[src/rtl/seg_scan_driver_pkg.sv]
// Shared types and helpers for the multiplexed 7-segment scan driver.
//   scan_state_t : per-slot FSM state (blanking gap, then digit lit)
//   SEG_OFF      : segment-bus level that lights nothing, for a given polarity
//   DIG_OFF      : digit-enable level that selects no digit, for a given polarity
//   dig_onehot   : active-high one-hot digit select (up to 8 digits)
package seg_disp_pkg;

    typedef enum logic {
        S_BLANK = 1'b0,
        S_ON    = 1'b1
    } scan_state_t;

    function automatic logic [7:0] SEG_OFF(input bit active_low);
        return active_low ? 8'hFF : 8'h00;
    endfunction

    function automatic logic [7:0] DIG_OFF(input bit active_low);
        return active_low ? 8'hFF : 8'h00;
    endfunction

    function automatic logic [7:0] dig_onehot(input logic [2:0] idx);
        return 8'b0000_0001 << idx;
    endfunction

endpackage

[src/rtl/seg_scan_driver_if.sv]
// Display-side bundle of the scan driver.
//   LD      : load strobe, samples SegIn into the shadow buffer
//   SegIn   : digit k pattern at [8k+7:8k]
//   BI_N    : blank, active low; forces all digits off
//   Seg     : shared segment bus
//   Dig     : per-digit enables
//   FrameTC : one-cycle pulse on the last cycle of each frame
// master drives the load/blank side, slave is the driver itself.
interface seg_scan_driver_if #(
    parameter int unsigned NUM_DIGITS = 4
);
    logic                      LD;
    logic [8*NUM_DIGITS-1:0]   SegIn;
    logic                      BI_N;
    logic [7:0]                Seg;
    logic [NUM_DIGITS-1:0]     Dig;
    logic                      FrameTC;

    modport master (
        output LD, SegIn, BI_N,
        input  Seg, Dig, FrameTC
    );

    modport slave (
        input  LD, SegIn, BI_N,
        output Seg, Dig, FrameTC
    );
endinterface

[src/rtl/seg_scan_driver_scan_prescaler.sv]
// Slot timer for the scan driver: counts SCAN_DIV cycles per digit slot.
//   CP, MRN      : clock (rising edge), async active-low reset
//   blank_end    : high on the last blanking cycle of the slot
//   slot_pre_end : high on the second-to-last cycle of the slot
//   slot_end     : high on the last cycle of the slot
module scan_prescaler #(
    parameter int unsigned SCAN_DIV  = 1000,
    parameter int unsigned BLANK_CYC = 8
) (
    input  logic CP,
    input  logic MRN,
    output logic blank_end,
    output logic slot_pre_end,
    output logic slot_end
);
    localparam int unsigned CW = (SCAN_DIV > 1) ? $clog2(SCAN_DIV) : 1;

    logic [CW-1:0] cnt;

    always_ff @(posedge CP or negedge MRN) begin
        if (!MRN) begin
            cnt <= '0;
        end else if (slot_end) begin
            cnt <= '0;
        end else begin
            cnt <= cnt + CW'(1);
        end
    end

    assign blank_end    = (cnt == CW'(BLANK_CYC - 1));
    assign slot_pre_end = (cnt == CW'(SCAN_DIV - 2));
    assign slot_end     = (cnt == CW'(SCAN_DIV - 1));

endmodule

[src/rtl/seg_scan_driver.sv]
// Time-multiplexed driver for a common-bus multi-digit 7-segment display.
// Each digit slot is BLANK_CYC cycles with every digit off, then the
// remainder of SCAN_DIV cycles with one digit lit. Segment data is double
// buffered: LD fills a shadow copy that is promoted on the frame boundary.
//   CP, MRN : clock (rising edge), async active-low reset
//   bus     : slave side of seg_scan_driver_if (LD/SegIn/BI_N in,
//             Seg/Dig/FrameTC out, all outputs registered)
module seg_scan_driver
    import seg_disp_pkg::*;
#(
    parameter int unsigned NUM_DIGITS     = 4,
    parameter int unsigned SCAN_DIV       = 1000,
    parameter int unsigned BLANK_CYC      = 8,
    parameter int unsigned SEG_ACTIVE_LOW = 0,
    parameter int unsigned DIG_ACTIVE_LOW = 1
) (
    input  logic               CP,
    input  logic               MRN,
    seg_scan_driver_if.slave   bus
);
    localparam int unsigned IW = (NUM_DIGITS > 1) ? $clog2(NUM_DIGITS) : 1;
    localparam logic [IW-1:0]         IDX_LAST    = IW'(NUM_DIGITS - 1);
    localparam logic [7:0]            SEG_OFF_LVL = SEG_OFF(SEG_ACTIVE_LOW != 0);
    localparam logic [NUM_DIGITS-1:0] DIG_OFF_LVL = NUM_DIGITS'(DIG_OFF(DIG_ACTIVE_LOW != 0));

    scan_state_t                 state;
    logic [IW-1:0]               idx;
    logic [NUM_DIGITS-1:0][7:0]  shadow;
    logic [NUM_DIGITS-1:0][7:0]  active;
    logic                        pending;

    logic                        blank_end;
    logic                        slot_pre_end;
    logic                        slot_end;

    logic [NUM_DIGITS-1:0]       dig_onehot_hi;
    logic [NUM_DIGITS-1:0]       dig_on;
    logic [7:0]                  seg_on;

    scan_prescaler #(
        .SCAN_DIV  (SCAN_DIV),
        .BLANK_CYC (BLANK_CYC)
    ) u_prescaler (
        .CP           (CP),
        .MRN          (MRN),
        .blank_end    (blank_end),
        .slot_pre_end (slot_pre_end),
        .slot_end     (slot_end)
    );

    // Lit-digit levels for the current index; XOR with the off level
    // applies the segment polarity (off level is all-ones when active low).
    always_comb begin
        dig_onehot_hi = NUM_DIGITS'(dig_onehot(3'(idx)));
        dig_on        = (DIG_ACTIVE_LOW != 0) ? ~dig_onehot_hi : dig_onehot_hi;
        seg_on        = active[idx] ^ SEG_OFF_LVL;
    end

    // Scan FSM. Outputs are computed from the next state so Seg/Dig switch
    // on the same edge that enters the new state. FrameTC is set one cycle
    // early so the registered pulse lands on the final S_ON cycle.
    always_ff @(posedge CP or negedge MRN) begin
        if (!MRN) begin
            state       <= S_BLANK;
            idx         <= '0;
            bus.Seg     <= SEG_OFF_LVL;
            bus.Dig     <= DIG_OFF_LVL;
            bus.FrameTC <= 1'b0;
        end else begin
            bus.FrameTC <= slot_pre_end && (idx == IDX_LAST);
            case (state)
                S_BLANK: begin
                    if (blank_end) begin
                        state   <= S_ON;
                        bus.Dig <= bus.BI_N ? dig_on : DIG_OFF_LVL;
                        bus.Seg <= bus.BI_N ? seg_on : SEG_OFF_LVL;
                    end else begin
                        bus.Dig <= DIG_OFF_LVL;
                        bus.Seg <= SEG_OFF_LVL;
                    end
                end
                S_ON: begin
                    if (slot_end) begin
                        state   <= S_BLANK;
                        idx     <= (idx == IDX_LAST) ? '0 : idx + IW'(1);
                        bus.Dig <= DIG_OFF_LVL;
                        bus.Seg <= SEG_OFF_LVL;
                    end else begin
                        // Re-evaluated every cycle so BI_N takes effect on the next edge.
                        bus.Dig <= bus.BI_N ? dig_on : DIG_OFF_LVL;
                        bus.Seg <= bus.BI_N ? seg_on : SEG_OFF_LVL;
                    end
                end
            endcase
        end
    end

    // Double buffer. A load on the frame boundary bypasses the shadow so it
    // is not deferred by a whole frame.
    always_ff @(posedge CP or negedge MRN) begin
        if (!MRN) begin
            shadow  <= '0;
            active  <= '0;
            pending <= 1'b0;
        end else begin
            if (bus.LD) begin
                shadow <= bus.SegIn;
            end
            if (bus.FrameTC && bus.LD) begin
                active  <= bus.SegIn;
                pending <= 1'b0;
            end else if (bus.FrameTC && pending) begin
                active  <= shadow;
                pending <= 1'b0;
            end else if (bus.LD) begin
                pending <= 1'b1;
            end
        end
    end

endmodule

[src/flat_wrapper.sv]
// flat-port wrapper written by rule: the top's interface ports become plain ports
module seg_scan_driver_flat import seg_disp_pkg::*;
#(
    parameter int unsigned NUM_DIGITS     = 4,
    parameter int unsigned SCAN_DIV       = 1000,
    parameter int unsigned BLANK_CYC      = 8,
    parameter int unsigned SEG_ACTIVE_LOW = 0,
    parameter int unsigned DIG_ACTIVE_LOW = 1
)
  (CP, MRN, bus_LD, bus_SegIn, bus_BI_N, bus_Seg, bus_Dig, bus_FrameTC);
  seg_scan_driver_if #(.NUM_DIGITS(NUM_DIGITS)) bus_i ();
  input  logic CP;
  input  logic MRN;
  input wire logic [$bits(bus_i.LD)-1:0] bus_LD;
  input wire logic [$bits(bus_i.SegIn)-1:0] bus_SegIn;
  input wire logic [$bits(bus_i.BI_N)-1:0] bus_BI_N;
  output wire logic [$bits(bus_i.Seg)-1:0] bus_Seg;
  output wire logic [$bits(bus_i.Dig)-1:0] bus_Dig;
  output wire logic [$bits(bus_i.FrameTC)-1:0] bus_FrameTC;
  assign bus_i.LD = bus_LD;
  assign bus_i.SegIn = bus_SegIn;
  assign bus_i.BI_N = bus_BI_N;
  assign bus_Seg = bus_i.Seg;
  assign bus_Dig = bus_i.Dig;
  assign bus_FrameTC = bus_i.FrameTC;
  seg_scan_driver #(.NUM_DIGITS(NUM_DIGITS), .SCAN_DIV(SCAN_DIV), .BLANK_CYC(BLANK_CYC), .SEG_ACTIVE_LOW(SEG_ACTIVE_LOW), .DIG_ACTIVE_LOW(DIG_ACTIVE_LOW)) u_core (.CP(CP), .MRN(MRN), .bus(bus_i));
endmodule
[config.mk]
export PLATFORM = sky130hd
export DESIGN_NAME = seg_scan_driver_flat
export DESIGN_NICKNAME = d
export VERILOG_FILES = /design/src/rtl/seg_scan_driver_pkg.sv /design/src/rtl/seg_scan_driver_if.sv /design/src/rtl/seg_scan_driver_scan_prescaler.sv /design/src/rtl/seg_scan_driver.sv /design/src/flat_wrapper.sv
export SDC_FILE = /design/constraint.sdc
export NUM_CORES = 1
export LEC_CHECK = 0
export BUFFER_PORTS_ARGS = -buffer_cell sky130_fd_sc_hd__buf_4
export CORE_MARGIN = 4
export CORE_UTILIZATION = 45
export CTS_CLUSTER_DIAMETER = 30
export DETAILED_ROUTE_END_ITERATION = 8
export MAX_ROUTING_LAYER = met4
export PLACE_DENSITY = 0.66
export SLEW_MARGIN = 20
export SYNTH_ARGS = -nofsm -noshare
export SYNTH_HDL_FRONTEND = slang
export SYNTH_SLANG_ARGS = --single-unit
[constraint.sdc]
create_clock -name CP -period 2.08 [get_ports CP]
set_clock_uncertainty 0.1 [all_clocks]
set_input_delay 0.104 -clock CP [delete_from_list [all_inputs] [get_ports CP]]
set_output_delay 0.104 -clock CP [all_outputs]
set_load 0.02 [all_outputs]
==> results.yml <==
run_status:
  status: "complete, no violations"
sta:
  fmax_mhz: 560
  rsz0062_at_grt: "no"
  min_period_ns: 1.79
  layout_setup_ws_ns: 0.295
  drv_slew: 0
  fin_setup_tns_ns: 0
  tightest_slew_ns: 0.635
  fin_crit_sh: 0.858
  hold_viol: 0
  setup_violations: 0
  slew_headroom: 0.577
synthesis:
  synth_nets: 301
  synth_seq_area_share: 0.587
  synth_top_area_frac: 0.560
  synth_ff_type: "dfrtp_1"
  avgSynthCellArea_um2: 15.0
  synthArstFlopShare: 1.00
  synth.largest_area_cell: "dfrtp_1"
  synth_cell_types: 38
  yosys-top-cells-area: "dfrtp_1 56%, mux2_2 15%, mux4_2 4.6%"
  ys_ff_latch: 91
  syn_area_um2: 3880
  syn_inst: 259
  synth_edf_count: 0
  synth_warnings: 0
hold_path:
  hold_depth: 4
  min_from: "bus_BI_N"
  holdPathEnd: "u_core.bus.Dig[0]$_DFF_PN1_"
  hold_class: "primary input to register"
clocking:
  clk_latency_ns: 0.35
  root_buffer: "clkbuf_8"
  numCtsBuffers: 9
  cts_sinks: 91
  clk_pin_slew_ns: 0.09
  cts_max_level: 3
  cts_tree: "done"
  clock_path_buffers: 2
  cts_resized: 0
place:
  preCtsSetupSlack_ns: 0.248
  place_congestion: 0.804
  numPortBuffers: 48
  hpwl_um: 4870
setup_path:
  crit_chain: "ha_1 > and4bb_2 > nand4_1 > a21boi_0"
  cp.buffers_inverters: 0
  reg2reg_depth: 4
  worstSetupPathType: "register to register"
  cp_max_fo: 8
  timing.rr.start: "u_core.u_prescaler.cnt[0]$_DFF_PN0_"
  r2r-end: "u_core.bus.Seg[6]$_DFF_PN0_"
  critPathTopFamily: "simple AND/OR/NAND/NOR gates"
  required_ns: 2.25
  critPathArrivalTime_ns: 1.95
  start_kind: "register"
  cp-end-kind: "register"
  ff2ff_setup_slack_ns: 0.29
  critPathSlowestCell: "dfrtp_1"
  cp.depth: 4
  slowest_delay_ns: 0.41
routing:
  drtIter0Drc: 65
  viasPerCell: 5.18
  firstDrtPassIters: 4
  num_vias: 2329
  drc: 0
  wl_um: 7160
  postRouteAntennaNets: 0
  wl_per_cell_um: 15.9
die:
  die_width_um: 101
  initial_core_util: 0.468
  core-area_um2: 8300
  rows: 33
  die_h_um: 101
  die_area_um2: 10200
  ios: 49
finish:
  register_area_um2: 2280
  final_common_cell: "dfrtp_1"
  num_antenna_cells: 0
  fillCellCount: 664
  drive_above_1_share: 0.420
  syn_to_final_growth_pct: 26.3
  final_nets: 382
  layout_common_cells: "87 x dfrtp_1, 53 x mux2_2, 49 x buf_4"
  multi_input_area_um2: 1480
power:
  power-per-cell-area_nw_per_um2: 740
  ir_worst_vdd_uv: 461
  leakage_nw: 2.27
global_routing:
  grt_start_max_net_pins: 52
  grt_pass1_wl_um: 12500
  antenna_found_initial: 0
  grt-ovfl-total: 0
  first_global_vias: 2504
  grt_usage: 0.162
run:
  maxCapViolCount: 0
cells in the mapped netlist (4+ instances only):
cell type / number
mux2_4: 6
inv_1: 5
buf_6: 5
nor2_1: 7
mux4_2: 8
o21ai_0: 7
ha_1: 6
buf_2: 5
a21oi_1: 5
a21boi_0: 8
dfrtp_1: 87
mux2_2: 53
dfstp_2: 4
a22o_1: 14
how the worst max path moves through the flow:
stage | start | to | slack [ns]
2_1_floorplan | u_core.bus.FrameTC$_DFF_PN0_ | u_core.active[19]$_DFFE_PN0N_ | 0.56
3_3_place_gp | u_core.u_prescaler.cnt[0]$_DFF_PN0_ | u_core.bus.Seg[0]$_DFF_PN0_ | 0.39
3_5_place_dp | u_core.u_prescaler.cnt[0]$_DFF_PN0_ | u_core.bus.Seg[1]$_DFF_PN0_ | 0.25
4_1_cts | u_core.u_prescaler.cnt[0]$_DFF_PN0_ | u_core.bus.Seg[6]$_DFF_PN0_ | 0.29
5_1_grt | u_core.u_prescaler.cnt[0]$_DFF_PN0_ | u_core.bus.Seg[1]$_DFF_PN0_ | 0.16
6_report | u_core.u_prescaler.cnt[0]$_DFF_PN0_ | u_core.bus.Seg[6]$_DFF_PN0_ | 0.29
final cells by class:
class / count / share of cell area
flip-flops and latches: 91 / 0.465
multi-input cells: 149 / 0.302
repair buffers: 84 / 0.150
clock buffers: 11 / 0.0268
well taps: 105 / 0.0268
clock inverters: 5 / 0.0255
inverters: 5 / 0.00382
state kept, by name, indices dropped and copies added, names as in the netlist:
name                    flops
u_core.active              32
u_core.bus.Dig              4
u_core.bus.FrameTC          1
u_core.bus.Seg              8
u_core.idx                  2
u_core.pending              1
u_core.shadow              32
u_core.state                1
u_core.u_prescaler.cnt     10
metal layers:
metal / vias up / share of wire / GRT usage
met1: 1156 / 0.47 / 0.218
met3: 13 / 0.044 / 0.0381
met2: 48 / 0.46 / 0.233
met4: 0 / 0.023 / 0.0726
li1: 1112 / - / -
met5: - / 0 / -
tightest hold or removal path, cell delays in order:
cell	delay, ns
buf_4	0.12
nand2_1	0.07
a31oi_1	0.07
o21ai_0	0.17
repair_timing:
action                    in CTS  in global routing
hold endpoints to repair      81                  0
buffers inserted               0                  0
hold buffers                  33                  0
cell families (layout without fill, tap and decap cells):
group,Yosys count,after routing,synth area share
muxes,67,67,0.223
DFF,91,91,0.587
AOI/OAI and AO/OA,40,40,0.0763
adders and majority gates,6,6,0.0193
and+or+nand+nor,33,33,0.0554
buffers and inverters,19,105,0.0316
xor gates and xnor gates,3,3,0.00676
report_power, final:
group | internal [mW] | switching [mW] | leakage, nW
sequential | 1.83 | 0.0188 | 1.16
combinational | 0.163 | 0.108 | 0.983
clock | 0.919 | 0.591 | 0.128
metrics by stage:
step / utilization / hold WS, ns / cell area (µm²) / std cells / total power [mW]
floorplan: - / -0.292 / 3880 / 259 / 2.00
global placement: 0.521 / 0.0748 / 4320 / 401 / 2.11
detailed placement: 0.521 / 0.0740 / 4320 / 401 / 2.11
CTS: 0.591 / 0.105 / 4910 / 450 / 3.68
global route: 0.591 / 0.172 / 4910 / 450 / 3.80
finish: 0.591 / 0.115 / 4910 / 450 / 3.63
Power figures use the tool's default switching activity.
